===== src/rtl/rv_pkg.sv =====
// Shared RV32I decode definitions: opcodes, funct encodings, immediate formats and
// the decoded-instruction record carried by the decode stage output register.
package rv_pkg;

  localparam logic [6:0] OPC_LUI    = 7'b0110111;
  localparam logic [6:0] OPC_AUIPC  = 7'b0010111;
  localparam logic [6:0] OPC_JAL    = 7'b1101111;
  localparam logic [6:0] OPC_JALR   = 7'b1100111;
  localparam logic [6:0] OPC_BRANCH = 7'b1100011;
  localparam logic [6:0] OPC_LOAD   = 7'b0000011;
  localparam logic [6:0] OPC_STORE  = 7'b0100011;
  localparam logic [6:0] OPC_OP_IMM = 7'b0010011;
  localparam logic [6:0] OPC_OP     = 7'b0110011;

  localparam logic [2:0] ALU_ADD = 3'b000;
  localparam logic [2:0] ALU_SLL = 3'b001;
  localparam logic [2:0] ALU_SR  = 3'b101;

  // Branch compare code driven for non-branches; the compare unit yields 0 for it.
  localparam logic [2:0] BR_NOP = 3'b010;

  localparam logic [6:0] F7_BASE = 7'h00;
  localparam logic [6:0] F7_ALT  = 7'h20;

  typedef enum logic [2:0] {FMT_R, FMT_I, FMT_S, FMT_B, FMT_U, FMT_J} imm_fmt_e;

  typedef struct packed {
    logic [31:0] a;
    logic [31:0] b;
    logic [31:0] target;
    logic [31:0] store_data;
    logic [31:0] pc;
    logic [2:0]  alu_op;
    logic [2:0]  branch_op;
    logic        sub;
    logic        arith_shift;
    logic        is_branch;
    logic        is_jump;
    logic        is_load;
    logic        is_store;
    logic [4:0]  rd;
    logic        rd_we;
    logic        illegal;
  } dec_t;

  function automatic imm_fmt_e imm_fmt(input logic [6:0] opcode);
    case (opcode)
      OPC_LUI, OPC_AUIPC:                    return FMT_U;
      OPC_JAL:                               return FMT_J;
      OPC_JALR, OPC_LOAD, OPC_OP_IMM:        return FMT_I;
      OPC_BRANCH:                            return FMT_B;
      OPC_STORE:                             return FMT_S;
      default:                               return FMT_R;
    endcase
  endfunction

  function automatic logic [31:0] imm_gen(input logic [31:0] instr, input imm_fmt_e fmt);
    case (fmt)
      FMT_I:   return {{20{instr[31]}}, instr[31:20]};
      FMT_S:   return {{20{instr[31]}}, instr[31:25], instr[11:7]};
      FMT_B:   return {{19{instr[31]}}, instr[31], instr[7], instr[30:25], instr[11:8], 1'b0};
      FMT_U:   return {instr[31:12], 12'b0};
      FMT_J:   return {{11{instr[31]}}, instr[31], instr[19:12], instr[20], instr[30:21], 1'b0};
      default: return '0;
    endcase
  endfunction

endpackage


===== src/rtl/rv_regfile.sv =====
// 32x32 integer register file: two combinational read ports, one write port,
// x0 hardwired to zero, optional same-cycle write-to-read forwarding.
module rv_regfile #(
  parameter bit BYPASS = 1'b1
) (
  input  logic        clk,
  input  logic [4:0]  rs1_addr,
  input  logic [4:0]  rs2_addr,
  output logic [31:0] rs1_data,
  output logic [31:0] rs2_data,
  input  logic        we,
  input  logic [4:0]  wr_addr,
  input  logic [31:0] wr_data
);

  logic [31:0] mem [32];

  // NOTE: the storage array has no reset; clearing 32 words costs a reset tree for
  // nothing, since software never reads a register before writing it and x0 is forced below.
  always_ff @(posedge clk) begin
    if (we && (wr_addr != 5'd0)) mem[wr_addr] <= wr_data;
  end

  always_comb begin
    rs1_data = '0;
    rs2_data = '0;
    if (rs1_addr != 5'd0)
      rs1_data = (BYPASS && we && (wr_addr == rs1_addr)) ? wr_data : mem[rs1_addr];
    if (rs2_addr != 5'd0)
      rs2_data = (BYPASS && we && (wr_addr == rs2_addr)) ? wr_data : mem[rs2_addr];
  end

endmodule


===== src/rtl/decode_stage.sv =====
// RV32I decode/operand stage: decodes the fetched instruction, reads operands and
// holds ALU-ready operands and control in a single flushable valid/ready pipeline register.
module decode_stage
  import rv_pkg::*;
#(
  parameter bit WB_BYPASS   = 1'b1,
  parameter bit ZERO_ON_NOP = 1'b1
) (
  input  logic        i_clk,
  input  logic        i_rst_n,
  input  logic        i_valid,
  output logic        o_ready,
  input  logic [31:0] i_instr,
  input  logic [31:0] i_pc,
  input  logic        i_flush,
  input  logic        i_wb_en,
  input  logic [4:0]  i_wb_rd,
  input  logic [31:0] i_wb_data,
  output logic        o_valid,
  input  logic        i_ready,
  output logic [31:0] o_a,
  output logic [31:0] o_b,
  output logic [2:0]  o_alu_op,
  output logic        o_sub,
  output logic        o_arith_shift,
  output logic [2:0]  o_branch_op,
  output logic        o_is_branch,
  output logic        o_is_jump,
  output logic        o_is_load,
  output logic        o_is_store,
  output logic [31:0] o_target,
  output logic [31:0] o_store_data,
  output logic [4:0]  o_rd,
  output logic        o_rd_we,
  output logic [31:0] o_pc,
  output logic        o_illegal
);

  logic [6:0]  opcode, funct7;
  logic [2:0]  funct3;
  logic [31:0] imm, rs1_val, rs2_val;
  logic        accept, rd_wr, ill, valid_q;
  dec_t        dec, out_q;

  assign opcode = i_instr[6:0];
  assign funct3 = i_instr[14:12];
  assign funct7 = i_instr[31:25];
  assign imm    = imm_gen(i_instr, imm_fmt(opcode));

  assign o_ready = !valid_q || i_ready;
  assign accept  = i_valid && o_ready;

  rv_regfile #(.BYPASS(WB_BYPASS)) u_regfile (
    .clk      (i_clk),
    .rs1_addr (i_instr[19:15]),
    .rs2_addr (i_instr[24:20]),
    .rs1_data (rs1_val),
    .rs2_data (rs2_val),
    .we       (i_wb_en),
    .wr_addr  (i_wb_rd),
    .wr_data  (i_wb_data)
  );

  // NOTE: every field gets a default before the case so no path leaves one unassigned
  // (an unassigned path would infer a latch).
  always_comb begin
    dec            = '0;
    dec.pc         = i_pc;
    dec.rd         = i_instr[11:7];
    dec.store_data = rs2_val;
    dec.alu_op     = ALU_ADD;
    dec.branch_op  = BR_NOP;
    rd_wr          = 1'b1;
    ill            = 1'b0;
    case (opcode)
      OPC_LUI:   dec.b = imm;
      OPC_AUIPC: begin dec.a = i_pc; dec.b = imm; end
      OPC_JAL: begin
        dec.a = i_pc; dec.b = 32'd4; dec.target = i_pc + imm; dec.is_jump = 1'b1;
      end
      OPC_JALR: begin
        dec.a = i_pc; dec.b = 32'd4; dec.target = (rs1_val + imm) & ~32'd1; dec.is_jump = 1'b1;
      end
      OPC_BRANCH: begin
        dec.a = rs1_val; dec.b = rs2_val; dec.branch_op = funct3;
        dec.target = i_pc + imm; dec.is_branch = 1'b1;
        rd_wr = 1'b0;
        ill   = (funct3[2:1] == 2'b01);
      end
      OPC_LOAD:  begin dec.a = rs1_val; dec.b = imm; dec.is_load = 1'b1; end
      OPC_STORE: begin dec.a = rs1_val; dec.b = imm; dec.is_store = 1'b1; rd_wr = 1'b0; end
      OPC_OP_IMM: begin
        dec.a = rs1_val; dec.b = imm; dec.alu_op = funct3;
        // Shifts carry the 5-bit shamt; the upper immediate bits are a funct7 selector.
        if (funct3 == ALU_SLL || funct3 == ALU_SR) begin
          dec.b           = {27'd0, i_instr[24:20]};
          dec.arith_shift = (funct3 == ALU_SR) && i_instr[30];
          ill = !((funct7 == F7_BASE) || (funct3 == ALU_SR && funct7 == F7_ALT));
        end
      end
      OPC_OP: begin
        dec.a = rs1_val; dec.b = rs2_val; dec.alu_op = funct3;
        dec.sub         = (funct3 == ALU_ADD) && i_instr[30];
        dec.arith_shift = (funct3 == ALU_SR) && i_instr[30];
        ill = !((funct7 == F7_BASE) ||
                (funct7 == F7_ALT && (funct3 == ALU_ADD || funct3 == ALU_SR)));
      end
      default: ill = 1'b1;
    endcase
    if (ill) begin
      dec.a           = '0;
      dec.b           = '0;
      dec.target      = '0;
      dec.alu_op      = ALU_ADD;
      dec.branch_op   = BR_NOP;
      dec.sub         = 1'b0;
      dec.arith_shift = 1'b0;
      dec.is_branch   = 1'b0;
      dec.is_jump     = 1'b0;
      dec.is_load     = 1'b0;
      dec.is_store    = 1'b0;
    end
    dec.illegal = ill;
    dec.rd_we   = rd_wr && !ill && (dec.rd != 5'd0);
  end

  // NOTE: state is updated with non-blocking assignments so every flop samples
  // pre-edge values regardless of statement order.
  always_ff @(posedge i_clk or negedge i_rst_n) begin
    if (!i_rst_n) begin
      valid_q <= 1'b0;
      out_q   <= '0;
    end else if (i_flush) begin
      valid_q <= 1'b0;
    end else if (accept) begin
      valid_q <= 1'b1;
      out_q   <= dec;
    end else if (i_ready) begin
      valid_q <= 1'b0;
    end
  end

  assign o_valid       = valid_q;
  assign o_a           = (ZERO_ON_NOP && !valid_q) ? '0 : out_q.a;
  assign o_b           = (ZERO_ON_NOP && !valid_q) ? '0 : out_q.b;
  assign o_alu_op      = out_q.alu_op;
  assign o_sub         = out_q.sub;
  assign o_arith_shift = out_q.arith_shift;
  assign o_branch_op   = out_q.branch_op;
  assign o_is_branch   = out_q.is_branch;
  assign o_is_jump     = out_q.is_jump;
  assign o_is_load     = out_q.is_load;
  assign o_is_store    = out_q.is_store;
  assign o_target      = out_q.target;
  assign o_store_data  = out_q.store_data;
  assign o_rd          = out_q.rd;
  assign o_rd_we       = out_q.rd_we;
  assign o_pc          = out_q.pc;
  assign o_illegal     = out_q.illegal;

endmodule


===== config.mk =====
export PLATFORM = sky130hd
export DESIGN_NAME = decode_stage
export DESIGN_NICKNAME = d
export VERILOG_FILES = /design/src/rtl/rv_pkg.sv /design/src/rtl/rv_regfile.sv /design/src/rtl/decode_stage.sv
export SDC_FILE = /design/constraint.sdc
export NUM_CORES = 2
export LEC_CHECK = 0
export BUFFER_PORTS_ARGS = -buffer_cell sky130_fd_sc_hd__buf_2
export CORE_UTILIZATION = 33
export DETAILED_ROUTE_END_ITERATION = 10
export GPL_ROUTABILITY_DRIVEN = 0
export PLACE_DENSITY = 0.49
export RECOVER_POWER = 25
export SETUP_SLACK_MARGIN = 0.3
export SYNTH_ARGS = -nofsm -noshare
export SYNTH_HDL_FRONTEND = slang
export SYNTH_SLANG_ARGS = --single-unit

===== constraint.sdc =====
create_clock -name i_clk -period 9.1 [get_ports i_clk]
set_clock_uncertainty 0.1 [all_clocks]
set_input_delay 1.82 -clock i_clk [delete_from_list [all_inputs] [get_ports i_clk]]
set_output_delay 1.82 -clock i_clk [all_outputs]
set_load 0.01 [all_outputs]

-- Word level (Yosys, flattened, before mapping)
Memory sizes are Yosys's and may differ from the RTL's.
Cells that the tools add are included.
- register bits after elaboration: 180
- memories kept: 1
- output and inout bits: 181
- RAM bits: 1024
- logic and storage cells: 110
- input bits: 107
- memories (name ; words ; width ; read ports ; clocked after Yosys merged registers in ; wr ports ; RTL line ; source):
    u_regfile.mem ; 32 ; 32 ; 2 ; 0 ; 1 ; rv_regfile.sv:16 ; logic [31:0] mem [32];
- muxes and demuxes: 31
- bitwise logic cells: 1
- eq/ne operators: 20
- reductions and logical operators: 38
- add/sub/neg operators: 2
- operators by type and width (operator ; number):
    32-bit two-way mux ; 7
    32-bit case mux with 5 select lines ; 1
    32-bit case mux with 2 select lines ; 2
    32-bit case mux with 4 select lines ; 1
    96-bit two-way mux ; 1
    32-bit adder ; 2
    7-bit by 6-bit == test with 1-bit output, second input constant ; 4
    7-bit == test, second input constant ; 3
    5-bit nonzero test ; 4
    3-bit case mux with 5 select lines ; 1
    7-bit by 5-bit == test with 1-bit output, second input constant ; 2
    1-bit two-way mux ; 13
    12-bit two-way mux ; 1
    2-bit OR reduction ; 6
    5-bit == test ; 2
    1-bit logical AND ; 10
    3-bit == test, second input constant ; 3
    7-bit by 2-bit == test with 1-bit output, second input constant ; 1
    7-bit logical NOT ; 1
    3-bit by 1-bit == test with 1-bit output, second input constant ; 2
    3-bit by 2-bit == test with 1-bit output, second input constant ; 2
    3-bit two-way mux ; 2
    3-bit OR reduction ; 2
    6-bit OR reduction ; 1
    11 further kinds ; 18

-- Logic depth before layout (Yosys ltp)
- depth after elaboration: 9
- mapped depth: 28
- mapped depth without buffers: 20

-- By module
From an unflattened synthesis, not the netlist that was laid out.
- cells, all modules: 4250
- area, all modules: 61810.5 µm²
- modules (own cells, without submodules) (module ; instances ; area an instance (µm²) ; cells each ; sequential area each (µm²)):
    rv_regfile ; 1 ; 47951.0 ; 2524 ; 30749.5
    decode_stage ; 1 ; 13859.5 ; 1726 ; 4504.3

-- Worst setup path after synthesis
OpenSTA, ideal clock, no wires.
- path kind: in2reg
- from: input i_instr[16]
- to: register out_q (netlist bit o_target[26])
- data arrival time: 7.282 ns
- data required time: 8.862 ns
- path slack: 1.580 ns
- path buffers: 8
- stages: 26
- library setup time: 0.138 ns
- cells stage by stage: buf_4 > buf_4 > buf_4 > buf_4 > buf_4 > buf_2 > clkbuf_1 > buf_1 > mux4_2 > mux4_2 > mux2i_1 > a211oi_1 > fa_1 > a21o_1 > a21o_1 > a21o_1 > a21oi_1 > nor2_1 > a221oi_1 > and2_1 > o31ai_2 > o21ai_2 > o211ai_2 > a31oi_2 > mux2i_1 > o21ai_0
- longest elaborated chain between the ends: 7
- elaborated cells between the ends (all ways): 11
- those cells by class: add/sub: 2; eq/ne: 1; mux: 5; reduce/logical: 2; memory: 1
- RTL lines (element ; RTL line ; source):
    start, declared ; decode_stage.sv:13 ; input logic [31:0] i_instr,
    parallel branches: the longest is 5 deep, another holds memory read 32 x 32 bit ; -- ;
    32-bit case mux with 2 select lines (*) ; decode_stage.sv:75 ; case (opcode)
    96-bit two-way mux (*) ; decode_stage.sv:110 ; if (ill) begin
    end signal, assigned ; decode_stage.sv:132 ; out_q <= '0;
    end signal, assigned ; decode_stage.sv:137 ; out_q <= dec;
    end, declared ; decode_stage.sv:43 ; dec_t dec, out_q;
Mark *: on every way between the ends.
A chain may end at the register's enable or synchronous reset.

-- Worst setup path after layout
- from: input i_instr[15]
- to: register out_q (netlist bit o_target[31])
The elaborated chain is that of the path after synthesis.

==> Implementation_results.wiki <==
{| class="wikitable"
! Metric !! Value
|-
| Hold/Removal Path Class || register to register
|-
| Area of combinational cells with multiple inputs || 24,200 sq um
|-
| Vias per std cell || slightly below 6
|-
| Fin crit period || 7040 ps
|-
| Synthesized area || 61,300 sq um
|-
| Maximum frequency from static timing analysis || 142 MHz
|-
| Total wire length || 230,000 microns
|-
| Compound-gate portion of the synthesized area || roughly 8.1%
|-
| Dominant combinational cell family by area after synthesis || multiplexers
|-
| Mapped Cells || 4,102
|-
| Adder and majority gate portion of the synthesized area || around 1.2%
|-
| Global-route wire length before repair || 319,000 microns
|-
| Aggregate negative setup slack || 0 ps
|-
| Cell at the root of the clock tree || clkbuf_16
|-
| Max cap viols || 1
|-
| Sequential area share after synthesis || 57.6%
|-
| Top_reg_cell synth || edfxtp_1
|-
| DP Area || 65,200 sq um
|-
| Ratio of cells with drive above 1 in the final layout || 26.2%
|-
| Clock slew at reported path FFs || 60 ps
|-
| Arrival time reported for the critical path endpoint || 7590 ps
|-
| Pin count of the biggest net entering global routing || 93
|-
| Status || finished with violations
|-
| Clock tree from TritonCTS || built
|-
| Number of design-rule violations left by the first detailed-router iteration || 4,115
|-
| Via count || 40,500
|-
| # rows || 157
|-
| Die Y || 433 microns
|-
| Routed wire per std cell || 33.6 microns
|-
| DR DRC count || 0
|-
| Worst Tran Pin Value || 4810 ps
|-
| Share of flip-flops with an asynchronous set or reset || 15.0%
|-
| Clock insertion delay at the later pin of the skew report || just under 800 ps
|-
| Period Utilization, post-route || 77.3%
|-
| Clock buffers created by TritonCTS || 133
|-
| Total global routing overflow || 0
|-
| Count of flip-flops with a built-in enable after synthesis || 1,024
|-
| Multiplexer fraction of the synthesized cell area || 22.0%
|-
| Post-layout worst setup margin || 2060 ps
|-
| RSZ-0062 raised after global routing || no
|-
| Worst setup slack after placement || 1210 ps
|-
| Pre-Repair DR Iteration Count || 6
|-
| CTS hold repair buffers || 0
|-
| Number of hold violations in the final report || 0
|-
| Number of buffers inserted to repair setup after CTS || 0
|-
| Count of yosys warnings during synthesis || 0
|-
| Clock buffer depth || 3
|-
| FF+latch area || 35,300 sq um
|-
| Core region area || between 150,000 and 200,000 sq um
|-
| Filler cells || 17,200
|-
| Max-Slew Margin vs Limit || -221%
|-
| Clock sinks || ~1,200
|-
| Capturing element type of the critical path || register
|-
| Worst voltage drop across the vdd grid || 0.190 mV
|-
| Number of nets with antenna violations after detailed routing || 0
|-
| Mean cell area of the mapped netlist || 14.9 sq um
|-
| Chip width || about 430 microns
|-
| Number of top-level pins || between 200 and 300
|-
| Post-synthesis simple-gate area fraction || between 6 and 7%
|-
| Layout overhead on the synthesized area || 13.2%
|-
| Overall Power || 0.0130 W
|-
| Number of input and output port buffers inserted || 287
|-
| Count of distinct cell types in the synthesized netlist || about 90
|-
| Max Transition Viols Final || slightly below 80
|-
| H-tree levels || 4
|-
| Total global routing track utilization || 24.3%
|-
| Xor/xnor share of the synthesized area || 1.17%
|-
| Layout Cell Area excl Fill || 69,300 sq um
|-
| Required time at the endpoint of the critical path || 9660 ps
|-
| Final HPWL DP || 143,000 microns
|-
| Violated checks || max-capacitance violations, max-slew violations
|-
| # nets final || 4,424
|-
| Vias in the first global route || 40,100
|-
| Number of antenna violations at the first check in global routing || 18
|-
| Starting Density || between 30% and 40%
|-
| Final core utilization || a little under two fifths
|-
| Internal reg-to-reg setup slack || 3650 ps
|-
| Final setup violation count || 0
|-
| Resized Gates After CTS || 0
|-
| Number of register bits inferred by synthesis || approximately 1,200
|-
| DIE AREA || roughly 190,000 sq um
|-
| Category of the worst setup path launch point || input pin
|-
| Setup Crit Path Kind || input pin to register
|-
| Largest fanout on the critical path || 59
|-
| Power density relative to cell area || 187 nW/um^2
|-
| LEAKAGE || about 25 nW
|}
-- cells in the mapped netlist, types with 17 or more instances --
| cell | count | area [sq um] |
|---|---|---|
| a211oi_1 | 37 | 278 |
| a21o_1 | 29 | 218 |
| a21oi_1 | 132 | 661 |
| a221oi_1 | 33 | 289 |
| a22o_1 | 47 | 412 |
| a22oi_1 | 63 | 473 |
| a31oi_1 | 18 | 113 |
| and2_1 | 86 | 538 |
| and3_1 | 29 | 181 |
| buf_1 | 52 | 195 |
| buf_2 | 54 | 270 |
| buf_4 | 124 | 931 |
| clkbuf_1 | 175 | 657 |
| dfrtp_1 | 180 | 4500 |
| edfxtp_1 | 1024 | 30700 |
| ha_1 | 45 | 563 |
| inv_1 | 28 | 105 |
| mux2_2 | 33 | 372 |
| mux2i_1 | 245 | 2450 |
| mux4_2 | 472 | 10600 |
| nand2_1 | 373 | 1400 |
| nand3_1 | 32 | 160 |
| nor2_1 | 161 | 604 |
| nor2b_1 | 22 | 138 |
| nor3_1 | 43 | 215 |
| o211ai_1 | 20 | 150 |
| o21ai_0 | 135 | 676 |
| o221ai_1 | 22 | 193 |
| o22ai_1 | 54 | 338 |
| o31ai_1 | 33 | 248 |
| or3_1 | 17 | 106 |
| xnor2_1 | 44 | 385 |
| xor2_1 | 38 | 333 |
-- critical path: stages --
cell,delay [ps]
buf_8,500
buf_12,490
mux4_2,330
nand2_1,50
and3_1,170
a211oi_1,330
a211oi_1,100
nor3_1,870
ha_1,370
a211oi_1,70
o211ai_1,80
o22ai_1,170
o211ai_1,210
nand3_1,270
or4_4,610
a221oi_4,350
o31ai_1,150
mux2i_1,130
or3_1,340
-- path summary, 6_finish.rpt --
| path | start | end | cells after the start |
|---|---|---|---|
| setup / recovery | i_instr[15] | o_target[31] | 19 |
| min in group asynchronous | i_rst_n | out_q[163] | 1 |
| hold / removal | o_pc[2] | o_pc[2] | 2 |
| setup reg to reg | u_regfile.mem[5][0] | o_target[26] | 20 |
| max in group asynchronous | i_rst_n | o_valid | 2 |
| hold reg to reg | o_pc[2] | o_pc[2] | 2 |
-- metal layers --
metal	up-vias	GRT usage [%]	wire [microns]
met5	-	0	48
met4	10	8.29	7670
met3	377	4.67	17200
met2	1892	39.7	110000
met1	21500	32.2	94900
li1	16600	-	-
-- power breakdown --
| group | internal, W | switching, W |
|---|---|---|
| clock network | 0.00300 | 0.00230 |
| logic | 0.000533 | 0.000929 |
| registers | 0.00612 | 0.0000697 |
-- metrics by stage --
stage / hold WS (ps) / cells
3_3_place_gp: 352 / 6599
3_5_place_dp: 358 / 6599
5_1_grt: 389 / 6842
6_report: 369 / 6846
2_1_floorplan: 342 / 4133
4_1_cts: 373 / 6838
-- layout make-up --
cell class                      count  share of cell area [%]
Sequential cell                  1204                    50.9
Inverter                           29                   0.161
Multi-Input combinational cell   2490                    34.9
Tap cell                         2464                    4.45
Clock inverter                     58                   0.707
Antenna cell                        8                  0.0289
Clock buffer                      181                    5.29
Timing Repair Buffer              412                    3.61
-- state kept, by name, summed over array words and instances, names as in the netlist, 3 cells and up --
name           count
o_alu_op           3
o_branch_op        3
o_pc              32
o_rd               5
o_store_data      32
o_target          32
out_q             64
u_regfile.mem   1024
-- cells by family after synthesis --
family / after synthesis
flops: 1204
simple gates: 840
mux: 750
compound gates: 725
buf+inv: 439
xor+xnor: 82
fa+ha+maj: 61
other cells: 1
-- cell usage in the layout, fill, tap and decap left out, drive strengths merged, types with 39 or more instances in the layout --
cell type / n
clkinv: 39
and2: 86
nand2: 373
mux4: 472
clkbuf: 204
o21ai: 143
a211oi: 40
mux2i: 245
a22o: 47
a21oi: 132
nor3: 44
o22ai: 54
edfxtp: 1024
nor2: 161
a22oi: 63
buf: 389
xnor2: 44
dfrtp: 180
ha: 45
Note: power is estimated with default switching activity, not from simulation.
